===== src/rtl/task_dispatcher_pkg.sv =====
// Shared definitions for the task dispatcher: FSM encoding and core indexing.
package task_dispatcher_pkg;

  localparam int NUM_CORES  = 3;
  localparam int CORE_IDX_W = 2;

  typedef enum logic [1:0] {
    ST_IDLE     = 2'd0,
    ST_SELECT   = 2'd1,
    ST_DISPATCH = 2'd2
  } disp_state_t;

  typedef logic [CORE_IDX_W-1:0] core_idx_t;

endpackage


===== src/rtl/task_fifo.sv =====
// Task FIFO with one extra pointer bit so full and empty are distinguishable
// without a separate occupancy counter.
module task_fifo #(
  parameter int DEPTH = 4,
  parameter int WIDTH = 16
) (
  input  logic             clk,
  input  logic             rst_n,
  input  logic             push,
  input  logic [WIDTH-1:0] wr_data,
  input  logic             pop,
  output logic [WIDTH-1:0] head,
  output logic             full,
  output logic             empty
);

  localparam int AW    = (DEPTH > 1) ? $clog2(DEPTH) : 1;
  localparam int PTR_W = AW + 1;

  logic [WIDTH-1:0] mem_r [DEPTH];
  logic [PTR_W-1:0] wr_ptr_r;
  logic [PTR_W-1:0] rd_ptr_r;
  logic             push_ok_s;
  logic             pop_ok_s;

  assign full      = (wr_ptr_r[AW] != rd_ptr_r[AW]) && (wr_ptr_r[AW-1:0] == rd_ptr_r[AW-1:0]);
  assign empty     = (wr_ptr_r == rd_ptr_r);
  assign push_ok_s = push && !full;
  assign pop_ok_s  = pop && !empty;
  assign head      = mem_r[rd_ptr_r[AW-1:0]];

  // Pointer update; wrap of the extra bit keeps full/empty lossless.
  always_ff @(posedge clk or negedge rst_n) begin
    if (!rst_n) begin
      wr_ptr_r <= '0;
      rd_ptr_r <= '0;
    end else begin
      if (push_ok_s) begin
        wr_ptr_r <= wr_ptr_r + PTR_W'(1);
      end
      if (pop_ok_s) begin
        rd_ptr_r <= rd_ptr_r + PTR_W'(1);
      end
    end
  end

  // Storage write port.
  always_ff @(posedge clk) begin
    if (push_ok_s) begin
      mem_r[wr_ptr_r[AW-1:0]] <= wr_data;
    end
  end

endmodule


===== src/rtl/task_dispatcher.sv =====
// Queues tasks and hands each one to the coolest idle core, retrying on
// another core when the chosen one fails to acknowledge in time.
module task_dispatcher #(
  parameter int         DEPTH      = 4,
  parameter logic [7:0] TEMP_LIMIT = 8'd80,
  parameter int         TIMEOUT    = 16
) (
  input  logic        clk,
  input  logic        rst_n,
  input  logic        task_valid,
  input  logic [15:0] task_data,
  output logic        task_ready,
  input  logic [7:0]  temp_core0,
  input  logic [7:0]  temp_core1,
  input  logic [7:0]  temp_core2,
  input  logic [2:0]  core_busy,
  output logic        dispatch_valid,
  output logic [15:0] dispatch_data,
  output logic [1:0]  core_select,
  input  logic        dispatch_ack,
  output logic        throttle,
  output logic        err_timeout,
  output logic [7:0]  dispatch_count
);

  import task_dispatcher_pkg::*;

  localparam logic [15:0] TO_LAST = 16'(TIMEOUT - 1);

  disp_state_t state_r;
  disp_state_t next_state_s;

  logic        fifo_push_s;
  logic        fifo_full_s;
  logic        fifo_empty_s;
  logic [15:0] fifo_head_s;

  logic [7:0]           temp_s [NUM_CORES];
  logic [NUM_CORES-1:0] elig_s;
  logic                 any_elig_s;
  core_idx_t            best_idx_s;
  logic [7:0]           best_temp_s;
  logic                 hot_all_s;

  logic        load_sel_s;
  logic        pop_s;
  logic        timeout_s;
  logic [15:0] timeout_cnt_r;
  logic        mask_valid_r;
  core_idx_t   mask_idx_r;

  logic        dispatch_valid_r;
  logic [15:0] dispatch_data_r;
  core_idx_t   core_select_r;
  logic        throttle_r;
  logic        err_timeout_r;
  logic [7:0]  dispatch_count_r;

  assign fifo_push_s = task_valid && !fifo_full_s;
  assign task_ready  = !fifo_full_s;

  task_fifo #(
    .DEPTH (DEPTH),
    .WIDTH (16)
  ) u_fifo (
    .clk     (clk),
    .rst_n   (rst_n),
    .push    (fifo_push_s),
    .wr_data (task_data),
    .pop     (pop_s),
    .head    (fifo_head_s),
    .full    (fifo_full_s),
    .empty   (fifo_empty_s)
  );

  assign temp_s[0] = temp_core0;
  assign temp_s[1] = temp_core1;
  assign temp_s[2] = temp_core2;
  assign hot_all_s = (temp_core0 >= TEMP_LIMIT) && (temp_core1 >= TEMP_LIMIT)
                  && (temp_core2 >= TEMP_LIMIT);

  // Coolest eligible core; strict less-than keeps ties on the lowest index.
  always_comb begin
    elig_s      = '0;
    any_elig_s  = 1'b0;
    best_idx_s  = '0;
    best_temp_s = 8'hFF;
    for (int i = 0; i < NUM_CORES; i++) begin
      elig_s[i] = !core_busy[i] && (temp_s[i] < TEMP_LIMIT)
               && !(mask_valid_r && (mask_idx_r == CORE_IDX_W'(i)));
      if (elig_s[i] && (!any_elig_s || (temp_s[i] < best_temp_s))) begin
        any_elig_s  = 1'b1;
        best_idx_s  = CORE_IDX_W'(i);
        best_temp_s = temp_s[i];
      end else begin
        any_elig_s  = any_elig_s;
      end
    end
  end

  // FSM state register.
  always_ff @(posedge clk or negedge rst_n) begin
    if (!rst_n) begin
      state_r <= ST_IDLE;
    end else begin
      state_r <= next_state_s;
    end
  end

  // Next-state and control decode; ack wins over a coincident timeout.
  always_comb begin
    next_state_s = state_r;
    load_sel_s   = 1'b0;
    pop_s        = 1'b0;
    timeout_s    = 1'b0;
    case (state_r)
      ST_IDLE: begin
        if (!fifo_empty_s) begin
          next_state_s = ST_SELECT;
        end else begin
          next_state_s = ST_IDLE;
        end
      end
      ST_SELECT: begin
        if (any_elig_s) begin
          next_state_s = ST_DISPATCH;
          load_sel_s   = 1'b1;
        end else begin
          next_state_s = ST_SELECT;
        end
      end
      ST_DISPATCH: begin
        if (dispatch_ack) begin
          next_state_s = ST_IDLE;
          pop_s        = 1'b1;
        end else if (timeout_cnt_r == TO_LAST) begin
          next_state_s = ST_SELECT;
          timeout_s    = 1'b1;
        end else begin
          next_state_s = ST_DISPATCH;
        end
      end
      default: begin
        next_state_s = ST_IDLE;
      end
    endcase
  end

  // Unacknowledged-cycle counter and the one-shot mask of a timed-out core.
  always_ff @(posedge clk or negedge rst_n) begin
    if (!rst_n) begin
      timeout_cnt_r <= 16'd0;
      mask_valid_r  <= 1'b0;
      mask_idx_r    <= '0;
    end else begin
      if ((state_r == ST_DISPATCH) && !dispatch_ack && !timeout_s) begin
        timeout_cnt_r <= timeout_cnt_r + 16'd1;
      end else begin
        timeout_cnt_r <= 16'd0;
      end
      if (timeout_s) begin
        mask_valid_r <= 1'b1;
        mask_idx_r   <= core_select_r;
      end else if (state_r == ST_SELECT) begin
        mask_valid_r <= 1'b0;
      end
    end
  end

  // Dispatch-side output registers; selection is frozen while dispatching.
  always_ff @(posedge clk or negedge rst_n) begin
    if (!rst_n) begin
      dispatch_valid_r <= 1'b0;
      dispatch_data_r  <= 16'd0;
      core_select_r    <= '0;
      err_timeout_r    <= 1'b0;
      dispatch_count_r <= 8'd0;
    end else begin
      if (load_sel_s) begin
        dispatch_valid_r <= 1'b1;
        core_select_r    <= best_idx_s;
        dispatch_data_r  <= fifo_head_s;
      end else if (pop_s || timeout_s) begin
        dispatch_valid_r <= 1'b0;
      end
      if (pop_s) begin
        dispatch_count_r <= dispatch_count_r + 8'd1;
      end
      if (timeout_s) begin
        err_timeout_r <= 1'b1;
      end
    end
  end

  // Thermal throttle flag, sampled every cycle regardless of FSM state.
  always_ff @(posedge clk or negedge rst_n) begin
    if (!rst_n) begin
      throttle_r <= 1'b0;
    end else begin
      throttle_r <= hot_all_s;
    end
  end

  assign dispatch_valid = dispatch_valid_r;
  assign dispatch_data  = dispatch_data_r;
  assign core_select    = core_select_r;
  assign throttle       = throttle_r;
  assign err_timeout    = err_timeout_r;
  assign dispatch_count = dispatch_count_r;

endmodule


===== config.mk =====
export PLATFORM = sky130hd
export DESIGN_NAME = task_dispatcher
export DESIGN_NICKNAME = d
export VERILOG_FILES = /design/src/rtl/task_dispatcher_pkg.sv /design/src/rtl/task_fifo.sv /design/src/rtl/task_dispatcher.sv
export SDC_FILE = /design/constraint.sdc
export NUM_CORES = 1
export LEC_CHECK = 0
export CORE_UTILIZATION = 54
export CTS_CLUSTER_DIAMETER = 100
export CTS_CLUSTER_SIZE = 25
export DETAILED_ROUTE_END_ITERATION = 6
export GPL_ROUTABILITY_DRIVEN = 0
export GPL_TIMING_DRIVEN = 1
export PLACE_DENSITY_LB_ADDON = 0.12
export SLEW_MARGIN = 20
export SYNTH_ARGS = -nofsm -noshare
export SYNTH_HDL_FRONTEND = slang
export SYNTH_SLANG_ARGS = --single-unit

===== constraint.sdc =====
create_clock -name clk -period 4.9 [get_ports clk]
set_clock_uncertainty 0.05 [all_clocks]
set_input_delay 0.49 -clock clk [delete_from_list [all_inputs] [get_ports clk]]
set_output_delay 0.49 -clock clk [all_outputs]
set_load 0.05 [all_outputs]

Word-level counts from Yosys, hierarchy flattened
Memories as Yosys holds them, arrays and structs flattened. A register that Yosys moved wholly into a read port is not among the register bits. Index checks and enable logic that the tools add are counted.

Input port bits: 47. Output and inout bits: 30. Memories: 1. Memory bits (writable): 64. Register bits after elaboration: 40.

Memory list: u_fifo.mem_r (words 4, bits a word 16, read ports 1, clocked after memory_dff 1, write ports 1, RTL line task_fifo.sv:20) `logic [WIDTH-1:0] mem_r [DEPTH];`.

Muxes and demuxes: 26. Order comparisons: 8. Reduce and logical (&&, ||, !) cells: 39. $add $sub $neg: 4. Equal/unequal tests: 8.

Operators by type and width (count): $ge 8x7->1 const B (3); $lt 8x7->1 const B (3); $logic_and 1x1->1 (19); $mux 1 (18); $add 16x1->16 const B (1); $eq 16x4->1 const B (1); $lt 8x8->1 (2); $mux 16 (1); $mux 8 (2); $logic_not 1->1 (13); $add 8x1->8 const B (1); $mux 2 (4); $add 3x1->3 const B (2); $pmux 2 s3 (1); $eq 2x1->1 const B (2); $eq 2x2->1 const B (2); $logic_not 2->1 (2); $reduce_bool 2->1 (2); $eq 3x3->1 (1); $logic_or 1x1->1 (3); $eq 2x2->1 (1); $ne 1x1->1 (1).

Logic depth before layout (Yosys ltp)
Word-level depth: 16. Depth in mapped cells: 16.

Modules after synthesis
Synthesis repeated with hierarchy kept, for this count alone.

Cells, all modules: 384. Area, all modules: 5486.5 um^2.

Modules (own cells, without submodules): task_fifo (cells an instance 132, sequential area each 2072.0 um^2, times used 1, area an instance 2829.0 um^2); task_dispatcher (cells an instance 252, sequential area each 1251.2 um^2, times used 1, area an instance 2657.5 um^2).

Worst setup path after synthesis
No wires, ideal clock.

Kind: input -> register. From: in temp_core0[5]. To: reg core_select_r[1], in the netlist core_select[1]. Arrival time: 3.675 ns. Path slack: 1.093 ns. Stages on the path: 16. Library setup time: 0.082 ns. Path through: o21a_1 -> or4_1 -> buf_6 -> nor2_1 -> ha_1 -> a21o_1 -> a221oi_1 -> o211ai_1 -> and2_0 -> o21ai_0 -> ha_1 -> a21oi_1 -> a21oi_1 -> nor3_1 -> o22ai_1 -> a31oi_1.

Longest elaborated chain between the ends: 14. Elaborated cells on any way between the ends: 19. Classes of those cells: 3 x order compare; 8 x mux; 8 x reduce/logical.

RTL lines: start, declared (RTL line task_dispatcher.sv:13) `input logic [7:0] temp_core0,`; $lt 8x7->1 (RTL line task_dispatcher.sv:89) `elig_s[i] = !core_busy[i] && (temp_s[i] < TEMP_LIMIT)`; $logic_and 1x1->1 (RTL line task_dispatcher.sv:89); $logic_and 1x1->1 (RTL line task_dispatcher.sv:90) `&& !(mask_valid_r && (mask_idx_r == CORE_IDX_W'(i)));`; $mux 8 or $mux 1 (tied branches) (RTL line task_dispatcher.sv:91) `if (elig_s[i] && (!any_elig_s || (temp_s[i] < best_temp_s))) begin`; $lt 8x8->1 or $logic_not 1->1 (tied branches) (RTL line task_dispatcher.sv:91); $logic_or 1x1->1 (RTL line task_dispatcher.sv:91); $logic_and 1x1->1 (RTL line task_dispatcher.sv:91); $mux 8 or $mux 1 (tied branches) (RTL line task_dispatcher.sv:91); $lt 8x8->1 or $logic_not 1->1 (tied branches) (RTL line task_dispatcher.sv:91); $logic_or 1x1->1 (RTL line task_dispatcher.sv:91); $logic_and 1x1->1 (RTL line task_dispatcher.sv:91); $mux 1 (RTL line task_dispatcher.sv:91); $mux 1 (RTL line task_dispatcher.sv:125) `if (any_elig_s) begin`; $mux 1 (RTL line task_dispatcher.sv:116) `case (state_r)`; end signal, assigned (RTL line task_dispatcher.sv:181) `core_select_r <= best_idx_s;`; end, declared (RTL line task_dispatcher.sv:54) `core_idx_t core_select_r;`.

Several ways; a longest one is shown, not always the timed one. A chain may end at the register's enable or synchronous reset.

Worst setup path in the final report
From: in temp_core0[5]. To: reg core_select_r[0], in the netlist core_select[0].

Same word-level chain as after synthesis.

==> flow_metrics.env <==
export IMPL_n_fill_cell=658
export IMPL_r2r_slack_ps=1050
export IMPL_synthDistinctLibCells=45
export IMPL_outcome="completed"
export IMPL_cts_num_sinks=120
export IMPL_post_cts_buffers=0
export IMPL_p_comb_frac=0.316
export IMPL_synth_cell_area_mm2=0.00532
export IMPL_whs_ps=66.3
export IMPL_overflow=0
export IMPL_hold_path_class="in2async"
export IMPL_diodes=0
export IMPL_internal_power_mw=2.64
export IMPL_timing_fmax_mhz=253
export IMPL_start_util=0.567
export IMPL_path_class="in2reg"
export IMPL_worstPathArrival_ps=4300
export IMPL_wl_per_cell_um=16.9
export IMPL_die_area_mm2=0.0102
export IMPL_p_switching_mw=1.33
export IMPL_clk_path_buf_depth=2
export IMPL_grt_max_degree=57
export IMPL_dp_cells=562
export IMPL_p_clk_frac=0.310
export IMPL_drv_cap=0
export IMPL_cts_resized_gates=0
export IMPL_clk_root_buffer_cell="clkbuf_8"
export IMPL_antenna_found_initial=0
export IMPL_rr_endpoint="core_select[0]"
export IMPL_numPortBuffers=76
export IMPL_crit_slowest_cell="or4_1"
export IMPL_tightest_slew_ps=942
export IMPL_max_slew_margin=0.372
export IMPL_vias=3275
export IMPL_drive_gt1_frac=0.166
export IMPL_start_kind="input pin"
export IMPL_multiInputGateArea_mm2=0.00193
export IMPL_rr_worst_depth=15
export IMPL_synth_nets=429
export IMPL_nets=520
export IMPL_cp_end_kind="register"
export IMPL_p_total_mw=3.97
export IMPL_cp_slowest_stage_delay_ps=680
export IMPL_worstReg2RegStart="mask_valid_r"
export IMPL_final_cell_area_mm2=0.00680
export IMPL_leakage_nw=2.67
export IMPL_die_y_um=101
export IMPL_place_area_mm2=0.00621
export IMPL_sw_frac_of_total=0.335
export IMPL_syn_area_per_cell_um2=14.7
export IMPL_drtIter0Drc=112
export IMPL_postCtsHoldBufs=0
export IMPL_async_flop_share=0.467
export IMPL_fin_setup_tns_ps=0
export IMPL_synth_edf_count=64
export IMPL_synthToLayoutAreaGrowth_pct=28.0
export IMPL_p_seq_frac=0.374
export IMPL_h_tree_depth=4
export IMPL_core_area_mm2=0.00937
export IMPL_cts_tree="yes"
export IMPL_rsz0062_at_grt="false"
export IMPL_numCtsBuffers=17
export IMPL_fin_cells=594
export IMPL_cp_required_ps=5240
export IMPL_final_cell_mix="clkdlybuf4s50_1 (75), edfxtp_1 (64), dfrtp_1 (56)"
export IMPL_slew_violations=0
export IMPL_insertion_delay_ps=520
export IMPL_period_minus_slack_ps=3960
export IMPL_grt_pass1_wl_um=16400
export IMPL_synth_seq_area_share=0.625
export IMPL_die_w_um=101
export IMPL_path_cells="clkdlybuf4s50_1 > o21a_1 > or4_1 > nor2_1 > ha_1 > a21o_1 > a221oi_1 > o211ai_1 > and2_0 > o21ai_0 > ha_1 > a21oi_1 > a21oi_1 > nor3_1 > o21a_1 > o2bb2ai_1"
export IMPL_period_share=0.808
export IMPL_synth_top_area_cell="edfxtp_1"
export IMPL_first_pass_iters=6
export IMPL_synth_area_leaders="edfxtp_1 (36%), dfrtp_1 (26%), mux4_2 (6.8%), ha_1 (4.9%), mux2_2 (2.8%)"
export IMPL_seq_area_mm2=0.00332
export IMPL_io_pins=77
export IMPL_grt_pass1_vias=3361
export IMPL_synth_main_ff_cell="edfxtp_1"
export IMPL_viasPerCell=5.51
export IMPL_cp_max_fo=9
export IMPL_drc=0
export IMPL_wl_um=10100
export IMPL_final_common_cell="clkdlybuf4s50_1"
export IMPL_power_density_mw_per_mm2=583
export IMPL_syn_inst=361
export IMPL_yosys_area_top_type_share=0.361
export IMPL_hold_violations=0
export IMPL_ant_nets=0
export IMPL_clkTransAtPathRegs_ps=60
export IMPL_hpwl_um=6480
export IMPL_grtUsageTotal=0.218
export IMPL_yosys_warnings=0
export IMPL_rows=35
export IMPL_ys_ff_latch=120
export IMPL_finalSetupViolations=0
export IMPL_peakVddDrop_uv=461
[through the flow]
| step | utilization | worst slack, ps |
|---|---|---|
| 2_1_floorplan | - | 1090 |
| 6_report | 0.726 | 942 |
| 3_5_place_dp | 0.663 | 394 |
| 3_3_place_gp | 0.663 | 518 |
| 4_1_cts | 0.726 | 919 |
| 5_1_grt | 0.726 | 638 |
[cell usage after synthesis, drive strengths merged, types with 5 or more instances]
library cell and number:
nand2 18, o21ai 12, nor2 30, xnor2 13, xor2 13, inv 5, and2 5, mux2 20
nand4 8, a21oi 6, nand3 14, edfxtp 64, dfrtp 56, mux4 16, and3 6, o21a 5
ha 21, nor3 5
[cell families after synthesis]
| group | count (synthesis) | synth area share |
|---|---|---|
| buffers and inverters | 12 | 0.0127 |
| AO/OA/AOI/OAI | 36 | 0.0426 |
| multiplexers | 36 | 0.115 |
| AND/OR/NAND/NOR | 110 | 0.112 |
| flip-flops | 120 | 0.625 |
| XOR/XNOR | 26 | 0.0428 |
| adder cells (fa/ha/maj) | 21 | 0.0494 |
[worst max-delay path, delay by kind of cell]
kind | cells | cell delay [ps]
buf+inv | 1 | 420
fa+ha+maj | 2 | 560
compound gates | 9 | 1450
simple gates | 4 | 1390
[sequential cells by signal (all words and copies together), names as in the netlist]
name             count
core_select          2
dispatch_data       16
mask_valid_r         1
throttle             1
u_fifo.rd_ptr_r      3
dispatch_valid       1
dispatch_count       8
err_timeout          1
timeout_cnt_r       16
mask_idx_r           2
u_fifo.mem_r        64
u_fifo.wr_ptr_r      3
state_r              2
[power groups by stage]
stage	clock (mW)	combinational, mW	sequential (mW)
after floorplan	0	0.594	1.75
after global placement	0	1.24	1.49
after detailed placement	0	1.26	1.50
after CTS	1.24	1.27	1.49
after global routing	1.28	1.34	1.52
final	1.23	1.25	1.48
[worst max-delay path by stage]
stage,startpoint,endpoint,slack (ps),cells past startpoint
floorplan,temp_core0[5],core_select[1],1090,16
global placement,temp_core0[5],core_select[0],520,16
detailed placement,temp_core0[5],core_select[0],390,16
CTS,temp_core0[5],core_select[0],920,16
global route,temp_core0[5],core_select[0],640,16
finish,temp_core0[5],core_select[0],940,16
[area by class of cell]
class,instances,area share
sequential,120,0.488
multi-input combinational,229,0.283
timing repair buffer,79,0.114
clock buffer,18,0.0614
clock inverter,14,0.0256
tap,129,0.0237
inverter,5,0.00349
[per-layer routing]
| layer | track usage | wire (um) |
|---|---|---|
| met5 | 0 | 0 |
| met4 | 0.0948 | 179 |
| met3 | 0.0504 | 396 |
| met2 | 0.353 | 4990 |
| met1 | 0.287 | 4500 |
No activity file was read; power rests on OpenSTA's default activity.
